$ cat config.mk
export PLATFORM = sky130hd
export DESIGN_NAME = montexp_arbiter
export DESIGN_NICKNAME = d
export VERILOG_FILES = /design/src/rtl/montexp_arbiter.sv
export SDC_FILE = /design/constraint.sdc
export NUM_CORES = 1
export LEC_CHECK = 0
export BUFFER_PORTS_ARGS = -buffer_cell sky130_fd_sc_hd__clkbuf_2
export CAP_MARGIN = 20
export CORE_MARGIN = 2
export CORE_UTILIZATION = 40
export DETAILED_ROUTE_END_ITERATION = 16
export GPL_TIMING_DRIVEN = 0
export PLACE_DENSITY = 0.73
export SETUP_SLACK_MARGIN = 0.3
export SLEW_MARGIN = 20
export SYNTH_ARGS = -nofsm -noshare
export SYNTH_HDL_FRONTEND = slang
export SYNTH_SLANG_ARGS = --single-unit
$ cat constraint.sdc
create_clock -name clk -period 4.62 [get_ports clk]
set_clock_uncertainty 0.1 [all_clocks]
set_input_delay 0.231 -clock clk [delete_from_list [all_inputs] [get_ports clk]]
set_output_delay 0.231 -clock clk [all_outputs]
set_load 0.05 [all_outputs]
$ cat src/rtl/montexp_arbiter.sv
// Round-robin arbiter sharing one Montgomery exponentiation engine between NREQ requesters.
// One job at a time: grant and capture operands, pulse engine start, and return the result to the owner.
module montexp_arbiter #(
  parameter int WIDTH  = 8,
  parameter int EWIDTH = 8,
  parameter int S      = 2,
  parameter int NREQ   = 4
) (
  input  logic                                 clk,
  input  logic                                 rst,
  input  logic [NREQ-1:0]                      req_valid,
  input  logic [NREQ-1:0][S-1:0][WIDTH-1:0]    req_base,
  input  logic [NREQ-1:0][EWIDTH-1:0]          req_exp,
  output logic [NREQ-1:0]                      req_ready,
  output logic [NREQ-1:0]                      rsp_valid,
  output logic [S-1:0][WIDTH-1:0]              rsp_result,
  output logic                                 busy,
  output logic                                 eng_start,
  output logic [S-1:0][WIDTH-1:0]              eng_base,
  output logic [EWIDTH-1:0]                    eng_exponent,
  input  logic [S-1:0][WIDTH-1:0]              eng_result,
  input  logic                                 eng_done
);

  localparam int IW = (NREQ > 1) ? $clog2(NREQ) : 1;

  typedef enum logic [1:0] {IDLE, ISSUE, WAIT} state_t;

  state_t                    state_reg, state_next;
  logic [IW-1:0]             owner_reg, owner_next;
  logic [IW-1:0]             last_reg, last_next;
  logic [NREQ-1:0]           req_ready_reg, req_ready_next;
  logic [NREQ-1:0]           rsp_valid_reg, rsp_valid_next;
  logic [S-1:0][WIDTH-1:0]   rsp_result_reg, rsp_result_next;
  logic                      busy_reg, busy_next;
  logic                      eng_start_reg, eng_start_next;
  logic [S-1:0][WIDTH-1:0]   eng_base_reg, eng_base_next;
  logic [EWIDTH-1:0]         eng_exp_reg, eng_exp_next;

  // Candidate gi is the requester gi+1 places after the last grant, wrapping modulo NREQ.
  logic [IW-1:0]             rot_idx [NREQ];
  logic [NREQ-1:0]           rot_hit;
  logic [IW-1:0]             grant_idx;
  logic                      grant_any;

  generate
    for (genvar gi = 0; gi < NREQ; gi++) begin : g_rot
      logic [IW:0] sum;
      assign sum          = {1'b0, last_reg} + (IW+1)'(gi + 1);
      assign rot_idx[gi]  = (sum >= (IW+1)'(NREQ)) ? IW'(sum - (IW+1)'(NREQ)) : sum[IW-1:0];
      assign rot_hit[gi]  = req_valid[rot_idx[gi]];
    end
  endgenerate

  assign grant_any = |req_valid;

  always_comb begin
    grant_idx = '0;
    for (int i = NREQ - 1; i >= 0; i--) begin
      if (rot_hit[i]) grant_idx = rot_idx[i];
    end
  end

  always_comb begin
    state_next      = state_reg;
    owner_next      = owner_reg;
    last_next       = last_reg;
    req_ready_next  = '0;
    rsp_valid_next  = '0;
    rsp_result_next = rsp_result_reg;
    busy_next       = busy_reg;
    eng_start_next  = 1'b0;
    eng_base_next   = eng_base_reg;
    eng_exp_next    = eng_exp_reg;
    case (state_reg)
      IDLE: begin
        if (grant_any) begin
          req_ready_next[grant_idx] = 1'b1;
          eng_base_next             = req_base[grant_idx];
          eng_exp_next              = req_exp[grant_idx];
          owner_next                = grant_idx;
          last_next                 = grant_idx;
          busy_next                 = 1'b1;
          state_next                = ISSUE;
        end
      end
      ISSUE: begin
        eng_start_next = 1'b1;
        state_next     = WAIT;
      end
      WAIT: begin
        // eng_done only counts here; earlier pulses belong to no job of ours.
        if (eng_done) begin
          rsp_result_next            = eng_result;
          rsp_valid_next[owner_reg]  = 1'b1;
          busy_next                  = 1'b0;
          state_next                 = IDLE;
        end
      end
      default: state_next = IDLE;
    endcase
  end

  always_ff @(posedge clk or posedge rst) begin
    if (rst) begin
      state_reg      <= IDLE;
      owner_reg      <= '0;
      last_reg       <= IW'(NREQ - 1);
      req_ready_reg  <= '0;
      rsp_valid_reg  <= '0;
      rsp_result_reg <= '0;
      busy_reg       <= 1'b0;
      eng_start_reg  <= 1'b0;
      eng_base_reg   <= '0;
      eng_exp_reg    <= '0;
    end else begin
      state_reg      <= state_next;
      owner_reg      <= owner_next;
      last_reg       <= last_next;
      req_ready_reg  <= req_ready_next;
      rsp_valid_reg  <= rsp_valid_next;
      rsp_result_reg <= rsp_result_next;
      busy_reg       <= busy_next;
      eng_start_reg  <= eng_start_next;
      eng_base_reg   <= eng_base_next;
      eng_exp_reg    <= eng_exp_next;
    end
  end

  assign req_ready    = req_ready_reg;
  assign rsp_valid    = rsp_valid_reg;
  assign rsp_result   = rsp_result_reg;
  assign busy         = busy_reg;
  assign eng_start    = eng_start_reg;
  assign eng_base     = eng_base_reg;
  assign eng_exponent = eng_exp_reg;

endmodule

==> impl_results.md <==
* Ratio of cells with drive above 1 in the final layout at 49.2%
* Most common cell after layout, fill and taps aside: clkbuf_2
* Vias/cell at 5.08
* Slew @ Worst Pin at ~0.70 ns
* Worst VDD drop at 0.320 mV
* Core area at ~8000 um^2
* Critical path startpoint category: register
* Top_reg_cell synth: dfrtp_1
* Grt met2 use at about a third
* Post-Syn Area at ~3200 um^2
* Worst skew pair latency at 0.31 ns
* Critical path peak fanout at 10
* WS Path Type: register to register
* RSZ-0062 raised after global routing: no
* Number of synthesized flops with an enable pin at 0
* Final worst path period share at about 46%
* Int Pwr at 1.54 mW
* Sw Ratio at 52.5%
* Root buf cell: clkbuf_8
* Clock transition at path regs at 0.10 ns
* Detailed Route Iter0 Violations at 105
* Initial antenna violation count at 0
* Synthesized flop and latch total at 56
* Setup violators final at 0
* DR WL/cell at 15.1 um
* Total power at 3.25 mW
* Worst hold slack at 0.0127 ns
* FMAX at 474 MHz
* Antenna Cells at 0
* DIE HEIGHT at 94.0 um
* Pwr/cell area at 737 nW/um^2
* Seq/Total Area, Yosys at between 40% and 50%
* GR Util met3 at about 3.3%
* First-pass iteration count of the detailed router at 5
* Max_cap viols at 0
* Die W at 94.0 um
* Post-Route WL at 9.05 mm
* Commonest non-fill, non-tap cells in the layout: clkbuf_2, dfrtp_1, nand2_1
* First-pass GRT wire length at 14.0 mm
* Syn Nets at 431
* Clock sink count at 56
* Yosys warns at 0
* Relative slew slack at 53.2%
* Residual DRC at 0
* Asr flop ratio synth at 100%
* Initial Utilization at 41.5%
* Clk pwr share at 10.3%
* Number of global-route vias before repair at 2976
* Final setup TNS at 0 ns
* Post-CTS Setup Bufs at 0
* Routability congestion estimate at a little under 0.8
* CTS buffer count at 5
* Final hold viol count at 0
* Syn avg cell area at ~10 um^2
* Worst EP required at between 4 and 5 ns
* Layout Area Growth over Synthesis at 35.9%
* Hold Crit Class: input pin to register
* Max H-tree Level at 2
* Part of the power in registers at 26.0%
* Minimum clock period at 2.11 ns
* GRT met1 Usage at between 20% and 30%
* Vias at between 3000 and 4000
* Switching power at 1.70 mW
* Final Net Count at 614
* Port Buffer Count at approximately 170
* Final Max Tran Viols at 0
* CTS max path bufs at 2
* Grt total ovfl at 0
* Post-Synthesis Cells at 312
* Die ar. at 8840 um^2
* Largest net degree at the start of global routing at 57
* Num rows at 32
* Leakage at 2.29 nW
* Synth unique cells at 36
* WP data arrival at approximately 2.2 ns
* Post-CTS sizing at 0
* CTS tree: built
* Final HPWL DP at ~7 mm
* Run status: finished clean
* Combinational fraction of design power at 63.7%
* Gr usage total at slightly above 20%
* IO Pins at 169
* Antenna viol nets, final at 0
* Most used routing layer in global routing: met2
* Crit end category: register
-- worst max-delay path: stages, from the launching register on --
cell and delay [ns]:
dfstp_2 0.56, nand2b_1 0.11, a21o_1 0.27, and3_4 0.24, buf_12 0.15, buf_12 0.16
mux2i_1 0.29, a211oi_2 0.11
-- metrics by stage --
step	utilization [%]	area, um^2	setup WS, ns	instances
CTS	56.4	4400	2.49	598
detailed placement	54.0	4210	2.51	582
global placement	53.9	4210	2.18	582
global route	56.4	4400	2.42	598
finish	56.4	4400	2.51	598
floorplan	-	3240	2.80	312
-- metal layers --
metal / part of all wire [%] / vias up
met5: 0 / -
met4: 3.0 / 0
met3: 5.4 / 26
met2: 51 / 119
met1: 40 / 1440
li1: - / 1455
-- power groups by stage --
stage / Sequential [mW] / Combinational, mW / Clock, mW
final: 0.845 / 2.07 / 0.334
after CTS: 0.845 / 2.09 / 0.342
after global placement: 0.844 / 2.04 / 0
after floorplan: 1.51 / 0.950 / 0
after global routing: 0.871 / 2.19 / 0.360
after detailed placement: 0.852 / 2.08 / 0
-- path summary, 6_finish.rpt --
| path | start | end | slack (ns) | depth (start not counted) |
|---|---|---|---|---|
| min in group asynchronous | rst | rsp_result[7]$_DFFE_PP0P_ | 0.48 | 3 |
| max reg2reg | last_reg[0]$_DFFE_PP1P_ | eng_base[3]$_DFFE_PP0P_ | 2.51 | 7 |
| min | eng_result[12] | rsp_result[12]$_DFFE_PP0P_ | 0.01 | 3 |
| min reg2reg | rsp_result[8]$_DFFE_PP0P_ | rsp_result[8]$_DFFE_PP0P_ | 0.39 | 2 |
| max in group asynchronous | rst | owner_reg[0]$_DFFE_PP0P_ | 3.47 | 3 |
| max | last_reg[0]$_DFFE_PP1P_ | eng_base[3]$_DFFE_PP0P_ | 2.51 | 7 |
-- logic make-up after synthesis --
group           count (synthesis)  share of synthesized area [%]
flops                          56                           43.3
compound gates                 81                           25.0
buf+inv                        50                           9.92
simple gates                  101                           14.3
mux                            24                           7.41
-- repair_timing --
action	in CTS	in global routing
hold buffers	8	0
endpoints found under the setup margin	0	0
endpoints found under the hold margin	61	0
-- cell usage after synthesis, types with 2 or more instances --
cell / n / area share [%]
a21o_1: 3 / 0.69
nor3b_1: 3 / 0.69
mux2i_1: 24 / 7.4
a21oi_1: 2 / 0.31
buf_8: 2 / 0.93
a31oi_1: 24 / 4.6
inv_1: 25 / 2.9
nor3_1: 2 / 0.31
nor2_1: 31 / 3.6
buf_6: 3 / 1.0
dfrtp_1: 54 / 42
buf_2: 2 / 0.31
nand2b_1: 3 / 0.58
and3_1: 2 / 0.39
a211oi_1: 4 / 0.93
a211oi_2: 44 / 17
buf_12: 5 / 3.1
clkbuf_1: 10 / 1.2
nand2_1: 51 / 5.9
dfstp_2: 2 / 1.6
-- layout make-up --
type / count / area, um^2
fillers: 725 / 3400
multi-input cells: 206 / 1520
flip-flops and latches: 56 / 1400
repair buffers: 176 / 921
plain buffers: 23 / 219
well taps: 102 / 128
inverters: 27 / 105
clock buffers: 6 / 72.6
clock inverters: 2 / 38.8
Power figures use the tool's default switching activity.
